--- src/rtl/uart_pkg.sv ---
// rtl/uart_pkg.sv - shared UART state encoding and line levels
// Holds the transmitter FSM state type, the serial line levels shared with the
// matching receiver, and a counter-width helper.
package uart_pkg;

    typedef enum logic [2:0] {
        IDLE,
        START,
        DATA,
        PARITY,
        STOP
    } uart_state_t;

    localparam logic IDLE_LEVEL  = 1'b1;
    localparam logic START_LEVEL = 1'b0;
    localparam logic STOP_LEVEL  = 1'b1;

    // Width of a counter holding 0..n-1; never narrower than one bit.
    function automatic int cnt_width(input int n);
        return (n > 1) ? $clog2(n) : 1;
    endfunction

endpackage

--- src/rtl/uart_baud_counter.sv ---
// rtl/uart_baud_counter.sv - per-bit cycle counter producing a bit_end strobe
// Ports:
//   clk     - system clock
//   reset   - synchronous active-high reset, clears the count
//   load    - clears the count (start of a new frame)
//   enable  - count while a frame is in progress
//   bit_end - high on the last cycle of the current serial bit
module uart_baud_counter
    import uart_pkg::*;
#(
    parameter int CLKS_PER_BIT = 16
) (
    input  logic clk,
    input  logic reset,
    input  logic load,
    input  logic enable,
    output logic bit_end
);

    localparam int CW = cnt_width(CLKS_PER_BIT);
    localparam logic [CW-1:0] LAST = CW'(CLKS_PER_BIT - 1);

    logic [CW-1:0] count;

    // With CLKS_PER_BIT=1 the count sits at 0 and every enabled cycle is a bit end.
    assign bit_end = enable && (count == LAST);

    always_ff @(posedge clk) begin
        if (reset || load) begin
            count <= '0;
        end else if (enable) begin
            count <= bit_end ? '0 : count + 1'b1;
        end
    end

endmodule

--- src/rtl/uart_tx_serializer.sv ---
// rtl/uart_tx_serializer.sv - UART-style parallel-to-serial transmitter
// Frame: start bit (0), DATA_WIDTH data bits LSB first, optional even parity,
// one stop bit (1). Every output is a flop.
// Ports:
//   clk       - system clock
//   reset     - synchronous active-high reset
//   tx_data   - word to send, sampled on the tx_valid && tx_ready edge
//   tx_valid  - tx_data is valid
//   tx_ready  - a word can be accepted this cycle
//   tx_serial - serial line, idles high
//   tx_busy   - a frame is in progress
//   tx_done   - one-cycle pulse after the stop bit completes
module uart_tx_serializer
    import uart_pkg::*;
#(
    parameter int DATA_WIDTH   = 8,
    parameter int CLKS_PER_BIT = 16,
    parameter int PARITY_EN    = 0
) (
    input  logic                  clk,
    input  logic                  reset,
    input  logic [DATA_WIDTH-1:0] tx_data,
    input  logic                  tx_valid,
    output logic                  tx_ready,
    output logic                  tx_serial,
    output logic                  tx_busy,
    output logic                  tx_done
);

    localparam int BW = $clog2(DATA_WIDTH + 1);
    localparam logic [BW-1:0] LAST_BIT = BW'(DATA_WIDTH - 1);

    uart_state_t           state, state_next;
    logic [DATA_WIDTH-1:0] shreg, shreg_next;
    logic [DATA_WIDTH-1:0] shifted;
    logic [BW-1:0]         bit_cnt, bit_cnt_next;
    logic                  parity_bit, parity_next;
    logic                  serial_next, ready_next, busy_next, done_next;
    logic                  load, bit_end;

    assign shifted = shreg >> 1;

    uart_baud_counter #(
        .CLKS_PER_BIT(CLKS_PER_BIT)
    ) u_baud (
        .clk    (clk),
        .reset  (reset),
        .load   (load),
        .enable (state != IDLE),
        .bit_end(bit_end)
    );

    always_ff @(posedge clk) begin
        if (reset) begin
            state      <= IDLE;
            shreg      <= '0;
            bit_cnt    <= '0;
            parity_bit <= 1'b0;
            tx_serial  <= IDLE_LEVEL;
            tx_ready   <= 1'b1;
            tx_busy    <= 1'b0;
            tx_done    <= 1'b0;
        end else begin
            state      <= state_next;
            shreg      <= shreg_next;
            bit_cnt    <= bit_cnt_next;
            parity_bit <= parity_next;
            tx_serial  <= serial_next;
            tx_ready   <= ready_next;
            tx_busy    <= busy_next;
            tx_done    <= done_next;
        end
    end

    // Next-state logic computes the value each output takes after the edge,
    // so the line changes on the same edge the FSM changes state.
    always_comb begin
        state_next   = state;
        shreg_next   = shreg;
        bit_cnt_next = bit_cnt;
        parity_next  = parity_bit;
        serial_next  = tx_serial;
        ready_next   = tx_ready;
        busy_next    = tx_busy;
        done_next    = 1'b0;
        load         = 1'b0;

        case (state)
            IDLE: begin
                serial_next = IDLE_LEVEL;
                ready_next  = 1'b1;
                busy_next   = 1'b0;
                // tx_ready is registered, so this only fires in IDLE / the done cycle.
                if (tx_valid && tx_ready) begin
                    load         = 1'b1;
                    shreg_next   = tx_data;
                    parity_next  = ^tx_data;
                    bit_cnt_next = '0;
                    state_next   = START;
                    serial_next  = START_LEVEL;
                    ready_next   = 1'b0;
                    busy_next    = 1'b1;
                end
            end
            START: begin
                if (bit_end) begin
                    state_next  = DATA;
                    serial_next = shreg[0];
                end
            end
            DATA: begin
                if (bit_end) begin
                    shreg_next = shifted;
                    if (bit_cnt == LAST_BIT) begin
                        bit_cnt_next = '0;
                        if (PARITY_EN != 0) begin
                            state_next  = PARITY;
                            serial_next = parity_bit;
                        end else begin
                            state_next  = STOP;
                            serial_next = STOP_LEVEL;
                        end
                    end else begin
                        bit_cnt_next = bit_cnt + 1'b1;
                        serial_next  = shifted[0];
                    end
                end
            end
            PARITY: begin
                if (bit_end) begin
                    state_next  = STOP;
                    serial_next = STOP_LEVEL;
                end
            end
            STOP: begin
                if (bit_end) begin
                    state_next  = IDLE;
                    serial_next = IDLE_LEVEL;
                    done_next   = 1'b1;
                    busy_next   = 1'b0;
                    ready_next  = 1'b1;
                end
            end
            default: begin
                state_next = IDLE;
            end
        endcase
    end

endmodule

--- config.mk ---
export PLATFORM = sky130hd
export DESIGN_NAME = uart_tx_serializer
export DESIGN_NICKNAME = d
export VERILOG_FILES = /design/src/rtl/uart_pkg.sv /design/src/rtl/uart_baud_counter.sv /design/src/rtl/uart_tx_serializer.sv
export SDC_FILE = /design/constraint.sdc
export NUM_CORES = 1
export LEC_CHECK = 0
export CAP_MARGIN = 5
export CELL_PAD_IN_SITES_DETAIL_PLACEMENT = 1
export CELL_PAD_IN_SITES_GLOBAL_PLACEMENT = 2
export CORE_MARGIN = 5
export CORE_UTILIZATION = 36
export CTS_CLUSTER_DIAMETER = 200
export DETAILED_ROUTE_END_ITERATION = 10
export DONT_BUFFER_PORTS = 1
export HOLD_SLACK_MARGIN = 0.02
export PLACE_DENSITY_LB_ADDON = 0.1
export REMOVE_ABC_BUFFERS = 1
export SLEW_MARGIN = 20
export SYNTH_ARGS = -nofsm -noshare
export SYNTH_HDL_FRONTEND = slang
export SYNTH_SLANG_ARGS = --single-unit
--- constraint.sdc ---
create_clock -name clk -period 2.05 [get_ports clk]
set_clock_uncertainty 0.05 [all_clocks]
set_input_delay 0.205 -clock clk [delete_from_list [all_inputs] [get_ports clk]]
set_output_delay 0.205 -clock clk [all_outputs]
set_load 0.02 [all_outputs]
## Word level (Yosys, flattened, before mapping)

Index checks and enable logic that the tools add are counted.

- Add/subtract/negate cells: 2
- Equality and inequality tests: 13
- Multiplexer cells: 27
- Bitwise operators: 1
- Reductions and logical operators: 14

Operators with widths:

| operator | count |
|---|---|
| 3-bit 2-to-1 mux | 6 |
| 4-bit 2-to-1 mux | 4 |
| 8-bit 2-to-1 mux | 2 |
| 8-bit case mux with 2 select lines | 1 |
| 3-bit case mux with 5 select lines | 1 |
| 2-bit by 1-bit != test with 1-bit output, second input constant | 5 |
| 1-bit 2-to-1 mux | 9 |
| 4-bit by 1-bit adder with 4-bit output, second input constant | 2 |
| 4-bit case mux with 2 select lines | 1 |
| 3-bit by 2-bit equality test with 1-bit output, second input constant | 2 |
| 6-bit AND reduction | 1 |
| 4-bit by 3-bit equality test with 1-bit output, second input constant | 1 |
| 4-bit equality test, second input constant | 1 |
| 2-bit != test, second input constant | 2 |
| 1-bit case mux with 2 select lines | 2 |
| 1-bit case mux with 4 select lines | 1 |
| 4-bit AND reduction | 1 |
| 2-bit nonzero test | 2 |
| 4-bit nonzero test | 1 |
| 2-bit OR reduction | 2 |
| 3-bit by 1-bit equality test with 1-bit output, second input constant | 1 |
| 3-bit equality test, second input constant | 1 |
| 3-bit logical NOT | 1 |
| 3-bit AND reduction | 1 |
| 5 further kinds | 6 |

- Register bits: 23
- Input bits: 11
- Output and inout bits: 4

## Depth between registers and ports, before layout

- Word-level depth: 4
- Gate-level depth with buffers: 6
- Mapped depth without buffers: 5

## By module

A second synthesis with hierarchy kept.

- Cells, all modules: 123
- Area total of the unflattened synthesis: 1138.6 sq um

Modules (own cells, without submodules):

| module | instances | cells an instance | area an instance (sq um) | seq. area each (sq um) |
|---|---|---|---|---|
| uart_tx_serializer | 1 | 103 | 942.2 | 380.4 |
| uart_baud_counter | 1 | 20 | 196.4 | 80.1 |

## Worst setup path after synthesis

Ideal clock, no wire load.

- Kind: flip-flop to flip-flop
- Start point: register u_baud.count[0]
- End point: register bit_cnt[3]
- Library setup time: 0.074 ns
- Data arrival time: 1.412 ns
- Required time: 1.926 ns
- Setup slack: 0.514 ns
- Cell stages (with the launch flop): 6
- Buffers on the path: 0
- Cells stage by stage: dfxtp_1 > ha_1 > nand3_1 > nor2_1 > or4b_2 > o21ai_0

- Cells in the longest elaborated chain, start to end: 4

RTL lines:

| element | RTL line | RTL |
|---|---|---|
| start, declared | uart_baud_counter.sv:23 | `logic [CW-1:0] count;` |
| start signal, assigned | uart_baud_counter.sv:32 | `count <= bit_end ? '0 : count + 1'b1;` |
| 4-bit equality test | uart_baud_counter.sv:26 | `assign bit_end = enable && (count == LAST);` |
| 1-bit logical AND | uart_baud_counter.sv:26 |  |
| 2-bit by 1-bit != test with 1-bit output (no source line) | - |  |
| 3-bit AND reduction (no source line) | - |  |
| end signal, assigned | uart_tx_serializer.sv:66 | `bit_cnt <= bit_cnt_next;` |
| end, declared | uart_tx_serializer.sv:36 | `logic [BW-1:0] bit_cnt, bit_cnt_next;` |

No other way between the ends.
A chain may end at the register's enable or synchronous reset.

## Worst setup path in the final report

- Start point: register state[0]
- End point: register bit_cnt[2]

- Cells in the longest elaborated chain, start to end: 4
- Elaborated cells on any way between the ends: 9

RTL lines:

| element | RTL line | RTL |
|---|---|---|
| start, declared | uart_tx_serializer.sv:33 | `uart_state_t state, state_next;` |
| start signal, assigned | uart_tx_serializer.sv:64 | `state <= state_next;` |
| 3-bit nonzero test | uart_tx_serializer.sv:49 | `.enable (state != IDLE),` |
| 1-bit logical AND | uart_baud_counter.sv:26 |  |
| 2-bit by 1-bit != test with 1-bit output (no source line) | - |  |
| 3-bit AND reduction (no source line) | - |  |

Several ways; a longest one is shown, not always the timed one.

==> impl_metrics.yaml <==
clock_network:
  clock-sinks: 23
  insertion_delay_ns: 0.32
  cts_buffers: 3
  post-cts-setup-buffers: 0
  clk_pin_slew_worst_paths_ns: 0.13
  hold_buffers: 9
  htree_levels: 1
  cts_tree: "yes"
  clock-root-buffer: "clkbuf_4"
  cts_resized: 0
  clockBufferDepth: 2
sta:
  setup_violations: 0
  finalWorstSetupSlack_ns: 0.250
  finalCritPeriodShare: 0.878
  fmax_mhz: 555
  rsz0062_at_grt: "no"
  holdWs_ns: 0.0286
  slew_headroom: 0.466
  tns_ns: 0
  maxSlewViolCount: 0
  finalHoldViolCount: 0
  worst_pin_slew_ns: 0.798
  fin_crit_ns: 1.80
setup_path:
  arrival_ns: 2.00
  slowest_delay_ns: 0.52
  critPathMaxFanout: 7
  cp-end-kind: "flop"
  cp-start-kind: "flop"
  cp.buffers_inverters: 0
  path_class: "flop to flop"
  cp.required_ns: 2.25
  cp_top_family: "simple AND/OR/NAND/NOR gates"
  startpoint: "state[0]"
  r2r_start: "state[0]"
  path_cells: "or3_1 > nor2_1 > o311ai_0 > a21oi_1"
  cpMaxStageDelayCell: "or3_1"
die:
  die_h_um: 65.7
  start_util: 0.369
  boundaryPins: 15
  die_w_um: 65.7
  die_area_um2: 4320
  rows: 20
  core_area_um2: 3030
place:
  gp_congestion: 0.726
  dp.cells: 175
  dpl.hpwl_mm: 2.11
  io_buffers: 0
  pre_cts_slack_ns: 0.285
  placed_area_um2: 1170
global_routing:
  grt_util_all_layers: 0.150
  first_global_vias: 1045
  grt_pass1_wl_mm: 4.97
  grt-ovfl-total: 0
  antenna_found_initial: 0
  grt_max_degree: 21
yosys:
  synth-edff-count: 0
  synth_cells: 134
  ys_seq_elements: 23
  netlist_area_um2: 1120
  syn_area_per_cell_um2: 8.35
  ys_warn_count: 0
  synthFlopType: "dfxtp_1"
  synth_cell_types: 39
  async_flop_share: 0
  yosysSeqAreaShare: 0.412
power_and_ir_drop:
  p_per_area_nw_per_um2: 647
  fin_total_pwr_uw: 833
  ir_drop_mv: 0.279
  p_leak_nw: 0.461
drt:
  vias: 1018
  drt_iter0_drc: 30
  wl_per_cell_um: 15.1
  ant_nets: 0
  dr.pass1.iters: 4
  drc: 0
  totalWireLength_mm: 2.84
  via_per_inst: 5.41
run_status:
  status: "completed"
cells_and_area:
  syn_to_final_growth_pct: 15.1
  nets: 158
  antenna_cells: 0
  layoutNonFillerInstCount: 188
  drive_gt1_frac: 0.111
  final_util: 0.425
  mostFrequentLayoutCells: "dfxtp_1, nand2_1, nor2_1, a21oi_1, dlygate4sd3_1"
  final_common_cell: "dfxtp_1"
  fin_area_um2: 1290
min_path:
  hp-start: "reset"
  min-delay-path-class: "input port to flop"
job:
  drv_cap: 0
sequential cells by signal, summed over array words and instances, names as in the netlist:
register,flops
bit_cnt,4
shreg,8
state,3
tx_busy,1
tx_done,1
tx_ready,1
tx_serial,1
u_baud.count,4
per-layer routing:
metal | wire [µm] | track usage | up-vias
li1 | - | - | 509
met1 | 1330 | 0.204 | 488
met2 | 1300 | 0.228 | 15
met3 | 141 | 0.0256 | 6
met4 | 61 | 0.0699 | 0
met5 | 0 | 0 | -
power by group:
part	switching, mW	internal, mW	leakage, nW
registers	0.0240	0.472	0.188
clock network	0.143	0.0764	0.0150
logic	0.0660	0.0513	0.258
cells by family after synthesis:
kind of cell / share of synthesized area
xor gates and xnor gates: 0.0235
adders and majority gates: 0.0224
AOI/OAI and AO/OA: 0.240
and+or+nand+nor: 0.256
buffers and inverters: 0.0459
DFF: 0.412
worst reg2reg max path: cells and delay by family (launching register included):
kind / cells / cell delay, ns
compound gates: 2 / 0.36
flops: 1 / 0.35
simple gates: 2 / 0.97
cells in the mapped netlist (all sizes together), types with 2 or more instances:
library cell | number | area, µm²
ha | 2 | 25.0
nand2 | 22 | 82.6
xor2 | 2 | 17.5
o22ai | 2 | 26.3
a22oi | 2 | 15.0
nor2 | 20 | 75.1
o21ai | 3 | 15.0
buf | 4 | 28.8
nor3 | 6 | 30.0
a311oi | 8 | 88.8
clkbuf | 5 | 18.8
dfxtp | 23 | 460
nand3 | 4 | 20.0
nor3b | 2 | 20.0
a21oi | 9 | 45.0
a31oi | 2 | 12.5
final timing paths:
check,slack [ns],cells after the start,endpoint
setup / recovery,0.25,4,bit_cnt[2]
hold reg to reg,0.44,2,shreg[3]
setup reg to reg,0.25,4,bit_cnt[2]
hold / removal,0.03,2,u_baud.count[1]
cell type report:
cell class	instances	area (µm²)
well taps	44	55.1
clock buffers	4	26.3
multi-input cells	101	607
flip-flops and latches	23	460
repair buffers	15	135
inverters	1	3.75
fillers	367	1740
No activity file was read; power rests on OpenSTA's default activity.
